===== src/rtl/tx_burst_gen.sv =====
// tx_burst_gen: ultrasonic transmit sequencer.
// On an accepted trigger it fires a complementary square-wave burst on tx_p/tx_n,
// waits a blanking gap, then opens a listen window for echo capture.
// Optional feature: define DEADTIME_EN to insert DEAD_CYC idle cycles at the
// start of every half-period (both legs low) without changing burst timing.
module tx_burst_gen #(
   parameter int HALF_PERIOD_CYC = 1875,
   parameter int NUM_CYCLES      = 8,
   parameter int BLANK_CYC       = 15000,
   parameter int LISTEN_CYC      = 100000,
   parameter int DEAD_CYC        = 94
) (
   input  logic       clk_in,
   input  logic       rst_in,
   input  logic       trigger_in,
   input  logic       enable_in,
   output logic       tx_p,
   output logic       tx_n,
   output logic       tx_active,
   output logic       listen_window,
   output logic       listen_start,
   output logic       listen_done,
   output logic       busy,
   output logic [7:0] overrun_cnt
);

   typedef enum logic [1:0] {
      IDLE   = 2'd0,
      BURST  = 2'd1,
      BLANK  = 2'd2,
      LISTEN = 2'd3
   } state_t;

   localparam int WIN_MAX = (BLANK_CYC > LISTEN_CYC) ? BLANK_CYC : LISTEN_CYC;
   localparam int PW      = $clog2(HALF_PERIOD_CYC);
   localparam int HW      = $clog2(2 * NUM_CYCLES);
   localparam int WW      = $clog2(WIN_MAX + 1);

   localparam logic [PW-1:0] PHASE_LAST  = PW'(HALF_PERIOD_CYC - 1);
   localparam logic [HW-1:0] HALF_LAST   = HW'(2 * NUM_CYCLES - 1);
   localparam logic [WW-1:0] BLANK_LAST  = WW'(BLANK_CYC - 1);
   localparam logic [WW-1:0] LISTEN_LAST = WW'(LISTEN_CYC - 1);

`ifdef DEADTIME_EN
   localparam int DEAD_EFF = DEAD_CYC;
`else
   // Without dead time the drive is active from the first cycle of each half-period.
   localparam int DEAD_EFF = DEAD_CYC * 0;
`endif

   state_t          state_q, state_d;
   logic [PW-1:0]   phase_q, phase_d;   // cycle within the current half-period
   logic [HW-1:0]   half_q,  half_d;    // half-period index; bit 0 selects the leg
   logic [WW-1:0]   win_q,   win_d;     // shared BLANK / LISTEN cycle counter
   logic [7:0]      overrun_q, overrun_d;

   logic            tx_p_q, tx_p_d;
   logic            tx_n_q, tx_n_d;
   logic            tx_active_q, tx_active_d;
   logic            listen_window_q, listen_window_d;
   logic            listen_start_q, listen_start_d;
   logic            listen_done_q, listen_done_d;
   logic            busy_q, busy_d;
   logic            in_dead;

   // Next-state, counter and registered-output decode.
   always_comb begin
      // NOTE: every variable gets a default first so no path leaves it unassigned and no latch is inferred.
      state_d   = state_q;
      phase_d   = phase_q;
      half_d    = half_q;
      win_d     = win_q;
      overrun_d = overrun_q;

      case (state_q)
         IDLE: begin
            if (trigger_in && enable_in) begin
               state_d = BURST;
               phase_d = '0;
               half_d  = '0;
            end
         end
         BURST: begin
            if (phase_q == PHASE_LAST) begin
               phase_d = '0;
               if (half_q == HALF_LAST) begin
                  state_d = BLANK;
                  win_d   = '0;
               end else begin
                  half_d = half_q + HW'(1);
               end
            end else begin
               phase_d = phase_q + PW'(1);
            end
         end
         BLANK: begin
            if (win_q == BLANK_LAST) begin
               state_d = LISTEN;
               win_d   = '0;
            end else begin
               win_d = win_q + WW'(1);
            end
         end
         LISTEN: begin
            if (win_q == LISTEN_LAST) begin
               state_d = IDLE;
            end else begin
               win_d = win_q + WW'(1);
            end
         end
         default: state_d = IDLE;
      endcase

      // A trigger arriving in any non-idle state is dropped and counted.
      if (trigger_in && (state_q != IDLE) && (overrun_q != 8'hFF)) begin
         overrun_d = overrun_q + 8'd1;
      end

      // Outputs are decoded from the next state so they appear registered on the same edge.
      in_dead         = (int'(phase_d) < DEAD_EFF);
      tx_active_d     = (state_d == BURST);
      tx_p_d          = tx_active_d && !half_d[0] && !in_dead;
      tx_n_d          = tx_active_d &&  half_d[0] && !in_dead;
      listen_window_d = (state_d == LISTEN);
      listen_start_d  = listen_window_d && (state_q != LISTEN);
      listen_done_d   = listen_window_d && (win_d == LISTEN_LAST);
      busy_d          = (state_d != IDLE);
   end

   // State, counter and output registers with synchronous reset.
   always_ff @(posedge clk_in) begin
      // NOTE: sequential state uses non-blocking assignments so all registers update from pre-edge values.
      if (rst_in) begin
         state_q         <= IDLE;
         phase_q         <= '0;
         half_q          <= '0;
         win_q           <= '0;
         overrun_q       <= '0;
         tx_p_q          <= 1'b0;
         tx_n_q          <= 1'b0;
         tx_active_q     <= 1'b0;
         listen_window_q <= 1'b0;
         listen_start_q  <= 1'b0;
         listen_done_q   <= 1'b0;
         busy_q          <= 1'b0;
      end else begin
         state_q         <= state_d;
         phase_q         <= phase_d;
         half_q          <= half_d;
         win_q           <= win_d;
         overrun_q       <= overrun_d;
         tx_p_q          <= tx_p_d;
         tx_n_q          <= tx_n_d;
         tx_active_q     <= tx_active_d;
         listen_window_q <= listen_window_d;
         listen_start_q  <= listen_start_d;
         listen_done_q   <= listen_done_d;
         busy_q          <= busy_d;
      end
   end

   assign tx_p          = tx_p_q;
   assign tx_n          = tx_n_q;
   assign tx_active     = tx_active_q;
   assign listen_window = listen_window_q;
   assign listen_start  = listen_start_q;
   assign listen_done   = listen_done_q;
   assign busy          = busy_q;
   assign overrun_cnt   = overrun_q;

endmodule


===== config.mk =====
export PLATFORM = sky130hd
export DESIGN_NAME = tx_burst_gen
export DESIGN_NICKNAME = d
export VERILOG_FILES = /design/src/rtl/tx_burst_gen.sv
export SDC_FILE = /design/constraint.sdc
export NUM_CORES = 1
export LEC_CHECK = 0
export BUFFER_PORTS_ARGS = -buffer_cell sky130_fd_sc_hd__buf_2
export CAP_MARGIN = 20
export CORE_UTILIZATION = 55
export CTS_BUF_LIST = sky130_fd_sc_hd__clkbuf_16
export DETAILED_ROUTE_END_ITERATION = 16
export MAX_ROUTING_LAYER = met4
export PLACE_DENSITY = 0.74
export SYNTH_ARGS = -nofsm -noshare
export SYNTH_HDL_FRONTEND = slang
export SYNTH_SLANG_ARGS = --single-unit

===== constraint.sdc =====
create_clock -name clk_in -period 2.93 [get_ports clk_in]
set_input_delay 0.1465 -clock clk_in [delete_from_list [all_inputs] [get_ports clk_in]]
set_output_delay 0.1465 -clock clk_in [all_outputs]
set_load 0.05 [all_outputs]

==> key figures, run 1 <==
Global route
  – Vias in the first global route: 2,288
  – GRT Util Overall: 0.284
  – Initial antenna violation count: 0
  – First-pass GRT wire length: 11.0 mm
  – Largest net degree at the start of global routing: 38
  – Total gr overflow: 0

Clock network
  – CTS HTree Levels: 2
  – Root buf cell: clkbuf_16
  – CTS Buf Count: 5
  – Cts hold-fix bufs: 0
  – Cells resized by post-CTS repair: 0
  – CTS tree: yes
  – Clock buffer depth: 2
  – Clock transition at path regs: 70 ps
  – CTS Sinks: 49
  – Clk_lat worst skew: 290 ps
  – Postcts setup bufs: 0

Setup path
  – CP Max Fanout: 13
  – Worst setup path endpoint: listen_done
  – Reg2reg path depth: 7
  – Startpoint types: register
  – Worst R2R Setup Slack: ~260 ps
  – Critical Path RT: 3170 ps
  – Worst reg2reg path endpoint: listen_done
  – Worst r2r src: win_q[10]
  – Crit path DAT: 2900 ps
  – WS Path Type: reg2reg
  – Setup crit end kind: register
  – Crit path from: win_q[10]

Placed design
  – Port Buffers: 18
  – Dpl hpwl: 4.50 mm
  – GPL Wtd Cong: 0.934

Route
  – Total number of vias: ~2,500
  – Final WL: 6.50 mm
  – 1st-pass router iterations: 11
  – Via density per instance: 6.32
  – Detail Route Antenna Nets: 0
  – Drt wl/cell: around 16 um
  – Iteration-0 DRC Markers: 133
  – DRC Markers: 1

Timing
  – Actual slew at the worst max-slew pin: 678 ps
  – Final worst path period need: between 2000 and 3000 ps
  – Fin Setup TNS: 0 ps
  – Final worst path period share: 0.910
  – Clock Skew: between 5 and 6 ps
  – Final max-slew violation count: 0
  – F_max: roughly 380 MHz
  – RSZ-0062 raised after global routing: no
  – Final Hold Viols: 0
  – Max_slew headroom: 0.546
  – Min Hold Slack: between 70 and 80 ps
  – Endpoints failing setup: 0

Yosys
  – Synth Net Count: 332
  – Post-Syn Area: about 0.0026 mm^2
  – Synth Warn #: 0
  – Syn_area_per_cell: 8.15 um^2
  – Primary FF master, synth: dfxtp_1
  – EDFF count, synth: 0
  – Synth cell types: between 50 and 60
  – Syn Inst Count: 323
  – Sequential fraction of the synthesis area: 0.372
  – Fraction of registers with async set/reset: 0
  – Synthesis-stage register bit count: 49

Final layout
  – Share of cells above drive strength 1: 0.134
  – Layout Nets: ~350
  – Ant diodes: 0
  – Area growth syn-to-layout: 11.8%

Power and ir drop
  – Power Density: 478 mW/mm^2
  – Peak supply drop: between 200 and 300 uV
  – P_leak: 1.08 nW

Die
  – Die W: 71.2 um
  – Chip Height: around 71 um
  – Core area: 0.00447 mm^2
  – Io pins: 19
  – Total die area: 0.00507 mm^2
  – Starting Density: 0.589
  – Placement Rows: 24

Hold path
  – Tightest Hold Check Type: in2reg

Flow run
  – Max cap viols: 0

Outcome
  – Failing checks: DRC
  – Status: finished with violations
## how the worst min path moves through the flow
stage              start            end  slack (ps)  depth (start not counted)
2_1_floorplan     rst_in  listen_window         250                          1
4_1_cts        enable_in      half_q[3]          70                          2
5_1_grt        enable_in      half_q[3]          90                          2
3_3_place_gp   enable_in      half_q[3]         380                          2
3_5_place_dp   enable_in      half_q[3]         380                          2
6_report       enable_in      half_q[3]          80                          2
## where the power goes
| part | internal, W | total, W | switching (W) |
|---|---|---|---|
| Sequential | 0.000673 | 0.000678 | 0.00000557 |
| Combinational | 0.0000194 | 0.0000698 | 0.0000504 |
| Clock | 0.000404 | 0.000658 | 0.000254 |
| Total | 0.00110 | 0.00141 | 0.000310 |
## logic make-up after synthesis
kind of cell	share of synthesized area
xor+xnor	0.0499
buf+inv	0.0333
flops	0.372
simple gates	0.323
compound gates	0.187
mux	0.0114
fa+ha+maj	0.0238
## cell usage after synthesis (5+ instances only)
cell type	count	area (um^2)
dfxtp_1	49	981
nor2_1	46	173
nand2_1	26	97.6
a21oi_1	25	125
nand4_1	16	100
nand3_1	14	70.1
o21ai_0	14	70.1
nor3_1	12	60.1
xor2_1	11	96.3
clkbuf_1	9	33.8
a31oi_1	7	43.8
and3_1	7	43.8
a211oi_1	6	45.0
ha_1	5	62.6
inv_1	5	18.8
or3_1	5	31.3
## registers in the layout, summed over array words and instances (netlist names)
register and cells:
busy 1, phase_q 11, tx_active 1, state_q 2, overrun_cnt 8, listen_done 1
tx_n 1, half_q 4, listen_window 1, listen_start 1, win_q 17, tx_p 1
## critical path: stages, from the launching register on
cell,delay (ps)
dfxtp_1,540
nand3_1,210
or4_4,590
o21ai_1,370
nand2_1,110
a221oi_1,420
nand4_1,130
and4b_1,250
## routing by layer
metal | GRT usage | wire (um) | vias to the layer above | share of wire
li1 | - | - | 1224 | -
met1 | 0.379 | 3070 | 1173 | 0.47
met2 | 0.428 | 2960 | 85 | 0.46
met3 | 0.0442 | 319 | 13 | 0.049
met4 | 0.116 | 140 | 0 | 0.022
met5 | - | 0 | - | 0
## through the flow
step           std cells  setup WS, ps  area, um^2  power, W  utilization
2_1_floorplan        323           664        2630  0.000744            -
6_report             395           265        2940   0.00141        0.658
4_1_cts              395           322        2940   0.00142        0.658
3_5_place_dp         387           387        2770  0.000763        0.620
5_1_grt              395          91.0        2940   0.00145        0.658
3_3_place_gp         387           372        2770  0.000762        0.620
## layout by cell type, fill, tap and decap left out, types with 2 or more instances in the layout
cell type  count
and2_1         3
nand2b_1       2
nor4_1         4
buf_4          7
and4bb_2       2
nor2b_1        4
nand3_1       14
nor3_1        12
and4b_1        3
a21oi_1       25
a31oi_1        7
nand4_1       16
o21ai_0       14
buf_2         18
or2_2          4
o31ai_1        2
nand2_1       26
xnor2_1        4
a211oi_1       6
a21boi_0       2
clkbuf_16      5
inv_1          5
or3_1          5
mux2i_1        3
and4_1         2
nor3b_1        2
nor4b_1        2
and3_1         7
ha_1           5
a311oi_1       2
nor2_1        46
dfxtp_1       49
xor2_1        11
## area by class of cell
cell class | count | area (um^2)
repair buffers | 25 | 143
fillers | 406 | 1530
flip-flops and latches | 49 | 981
multi-input cells | 256 | 1570
inverters | 5 | 18.8
well taps | 52 | 65.1
clock buffers | 5 | 125
clock inverters | 3 | 46.3
Note: power is estimated with default switching activity, not from simulation.
==> run 2, diff against run 1 <==
--- a/config.mk
+++ b/config.mk
@@ -7,11 +7,10 @@
 export LEC_CHECK = 0
 export BUFFER_PORTS_ARGS = -buffer_cell sky130_fd_sc_hd__buf_2
 export CAP_MARGIN = 20
-export CORE_UTILIZATION = 55
+export CORE_UTILIZATION = 30
 export CTS_BUF_LIST = sky130_fd_sc_hd__clkbuf_16
 export DETAILED_ROUTE_END_ITERATION = 16
 export MAX_ROUTING_LAYER = met4
-export PLACE_DENSITY = 0.74
 export SYNTH_ARGS = -nofsm -noshare
 export SYNTH_HDL_FRONTEND = slang
 export SYNTH_SLANG_ARGS = --single-unit
==> constraint.sdc (replaced) <==
create_clock -name clk_in -period 2.93 [get_ports clk_in]
set_input_delay 0 -clock clk_in [delete_from_list [all_inputs] [get_ports clk_in]]
set_output_delay 0 -clock clk_in [all_outputs]
set_load 0.05 [all_outputs]
==> key figures, run 2 (synthesized netlist as in run 1, its figures left out) <==
Outcome
  – Status: completed (was finished with violations)

Power and ir drop
  – Peak supply drop: 226 uV (was 280 uV)
  – Power Density: 445 mW/mm^2 (was 478 mW/mm^2)
  – Sw power: 0.000330 W (was 0.000310 W)
  – Sw frac: 0.245 (was 0.220)
  – Sequential share of power: 0.504 (was 0.482)
  – Pwr Total: 0.00135 W (was 0.00141 W)
  – Gate power share: 0.052 (was 0.050)
  – P_leak: 1.09 nW (was 1.08 nW)
  – Internal power: 0.00101 W (was 0.00110 W)
  – Clk pwr share: 0.444 (was 0.468)

Global route
  – GRT Util Overall: 0.163 (was 0.284)
  – Total gr overflow: 0 (unchanged)
  – Initial antenna violation count: 0 (unchanged)
  – Vias in the first global route: 2,327 (was 2,288)
  – Largest net degree at the start of global routing: 39 (was 38)
  – First-pass GRT wire length: 11.3 mm (was 11.0 mm)

Clock network
  – Clk_lat worst skew: 300 ps (was 290 ps)
  – Root buf cell: clkbuf_16 (unchanged)
  – Cts hold-fix bufs: 2 (was 0)
  – Clock transition at path regs: 80 ps (was 70 ps)
  – Clock buffer depth: 2 (unchanged)
  – CTS HTree Levels: 2 (unchanged)
  – CTS Sinks: 49 (unchanged)
  – Cells resized by post-CTS repair: 0 (unchanged)
  – CTS tree: yes (unchanged)
  – CTS Buf Count: 5 (unchanged)
  – Postcts setup bufs: 0 (unchanged)

Final layout
  – Ant diodes: 0 (unchanged)
  – Area growth syn-to-layout: 14.8% (was 11.8%)
  – Biggest register: win_q (unchanged)
  – Commonest non-fill, non-tap cells in the layout: 49 x dfxtp_1, 46 x nor2_1, 26 x nand2_1 (unchanged)
  – Share of cells above drive strength 1: 0.138 (was 0.134)
  – Layout Nets: 355 (was 351)
  – Max FFs per register: 17 (unchanged)
  – Most common cell after layout, fill and taps aside: dfxtp_1 (unchanged)

Route
  – Total number of vias: 2,506 (was 2,495)
  – Detail Route Antenna Nets: 0 (unchanged)
  – DRC Markers: 0 (was 1)
  – Iteration-0 DRC Markers: 263 (was 133)
  – Drt wl/cell: 15.1 um (was 16.5 um)
  – Final WL: 6.81 mm (was 6.50 mm)
  – 1st-pass router iterations: 5 (was 11)
  – Via density per instance: 5.54 (was 6.32)

Placed design
  – GPL Wtd Cong: 0.955 (was 0.934)
  – Dpl hpwl: 4.85 mm (was 4.50 mm)
  – Port Buffers: 18 (unchanged)

Setup path
  – CP Max Fanout: 10 (was 13)
  – Critical Path RT: 3180 ps (was 3170 ps)
  – Cell Chain, Critical Path: nand3_1 > or4_4 > o2bb2ai_4 > mux2i_1 > a2111oi_0 > nand4_1 > and4b_1 (was nand3_1 > or4_4 > o21ai_1 > nand2_1 > a221oi_1 > nand4_1 > and4b_1)
  – Startpoint types: register (unchanged)
  – WS Path Type: reg2reg (unchanged)
  – CP max-delay cell: or4_4 (unchanged)
  – Crit path max-delay family: simple AND/OR/NAND/NOR gates (unchanged)
  – CP max stage delay: 590 ps (about the same)
  – Setup crit end kind: register (unchanged)
  – Worst path bufs/invs: 0 (unchanged)
  – Crit path DAT: 2880 ps (was 2900 ps)

Timing
  – Actual slew at the worst max-slew pin: 755 ps (was 678 ps)
  – Final worst path period share: 0.900 (was 0.910)
  – Fin Setup TNS: 0 ps (unchanged)
  – Final worst path period need: 2640 ps (was 2670 ps)
  – Min Hold Slack: 97.3 ps (was 75.7 ps)
  – Final max-slew violation count: 0 (unchanged)
  – Endpoints failing setup: 0 (unchanged)
  – Final Hold Viols: 0 (unchanged)
  – Clock Skew: 10.7 ps (was 5.97 ps)
  – RSZ-0062 raised after global routing: no (unchanged)
  – Max_slew headroom: 0.496 (was 0.546)
  – F_max: 379 MHz (was 375 MHz)

Die
  – Chip Height: 95.7 um (was 71.2 um)
  – Die W: 95.7 um (was 71.2 um)
  – Starting Density: 0.316 (was 0.589)
  – Core area: 0.00834 mm^2 (was 0.00447 mm^2)
  – Total die area: 0.00916 mm^2 (was 0.00507 mm^2)
  – Placement Rows: 33 (was 24)
  – Io pins: 19 (unchanged)

Flow run
  – Max cap viols: 0 (unchanged)

Hold path
  – Tightest Hold Check Type: in2reg (unchanged)
==> run 2: layout make-up <==
cell class / instances / area [um^2]
repair buffers: 29 / 178
clock buffers: 5 / 125
flip-flops and latches: 49 / 981
inverters: 5 / 18.8
well taps: 105 / 131
multi-input cells: 256 / 1570
clock inverters: 3 / 25.0
fillers: 896 / 5320
==> run 2: routing by layer <==
layer	GRT usage	part of all wire
met1	0.217	0.47
met2	0.255	0.46
met3	0.0261	0.059
met4	0.0485	0.011
met5	-	0
==> run 2: worst min-delay path, cell delays in order <==
cell,delay (ps)
buf_2,130
nand2_1,70
a211oi_1,120
==> run 2: stage by stage <==
stage          setup slack [ps]   util  instances  area (um^2)
2_1_floorplan               664      -        323         2630
3_5_place_dp                366  0.342        442         2850
4_1_cts                     326  0.363        452         3020
3_3_place_gp                401  0.342        442         2850
6_report                    294  0.363        452         3020
5_1_grt                     107  0.363        452         3020
==> run 2: worst paths after layout <==
kind / slack, ps / end / cells after the start / from
max: 290 / listen_done / 7 / win_q[2]
min: 100 / tx_active / 3 / trigger_in
max reg2reg: 290 / listen_done / 7 / win_q[2]
min reg2reg: 480 / half_q[1] / 2 / half_q[1]
==> run 2: power groups by stage <==
stage                logic, W  registers [W]  clock network, W
floorplan           0.0000373       0.000707                 0
global placement    0.0000680       0.000694                 0
detailed placement  0.0000688       0.000694                 0
CTS                 0.0000699       0.000678          0.000612
global route        0.0000765       0.000678          0.000635
finish              0.0000695       0.000678          0.000598
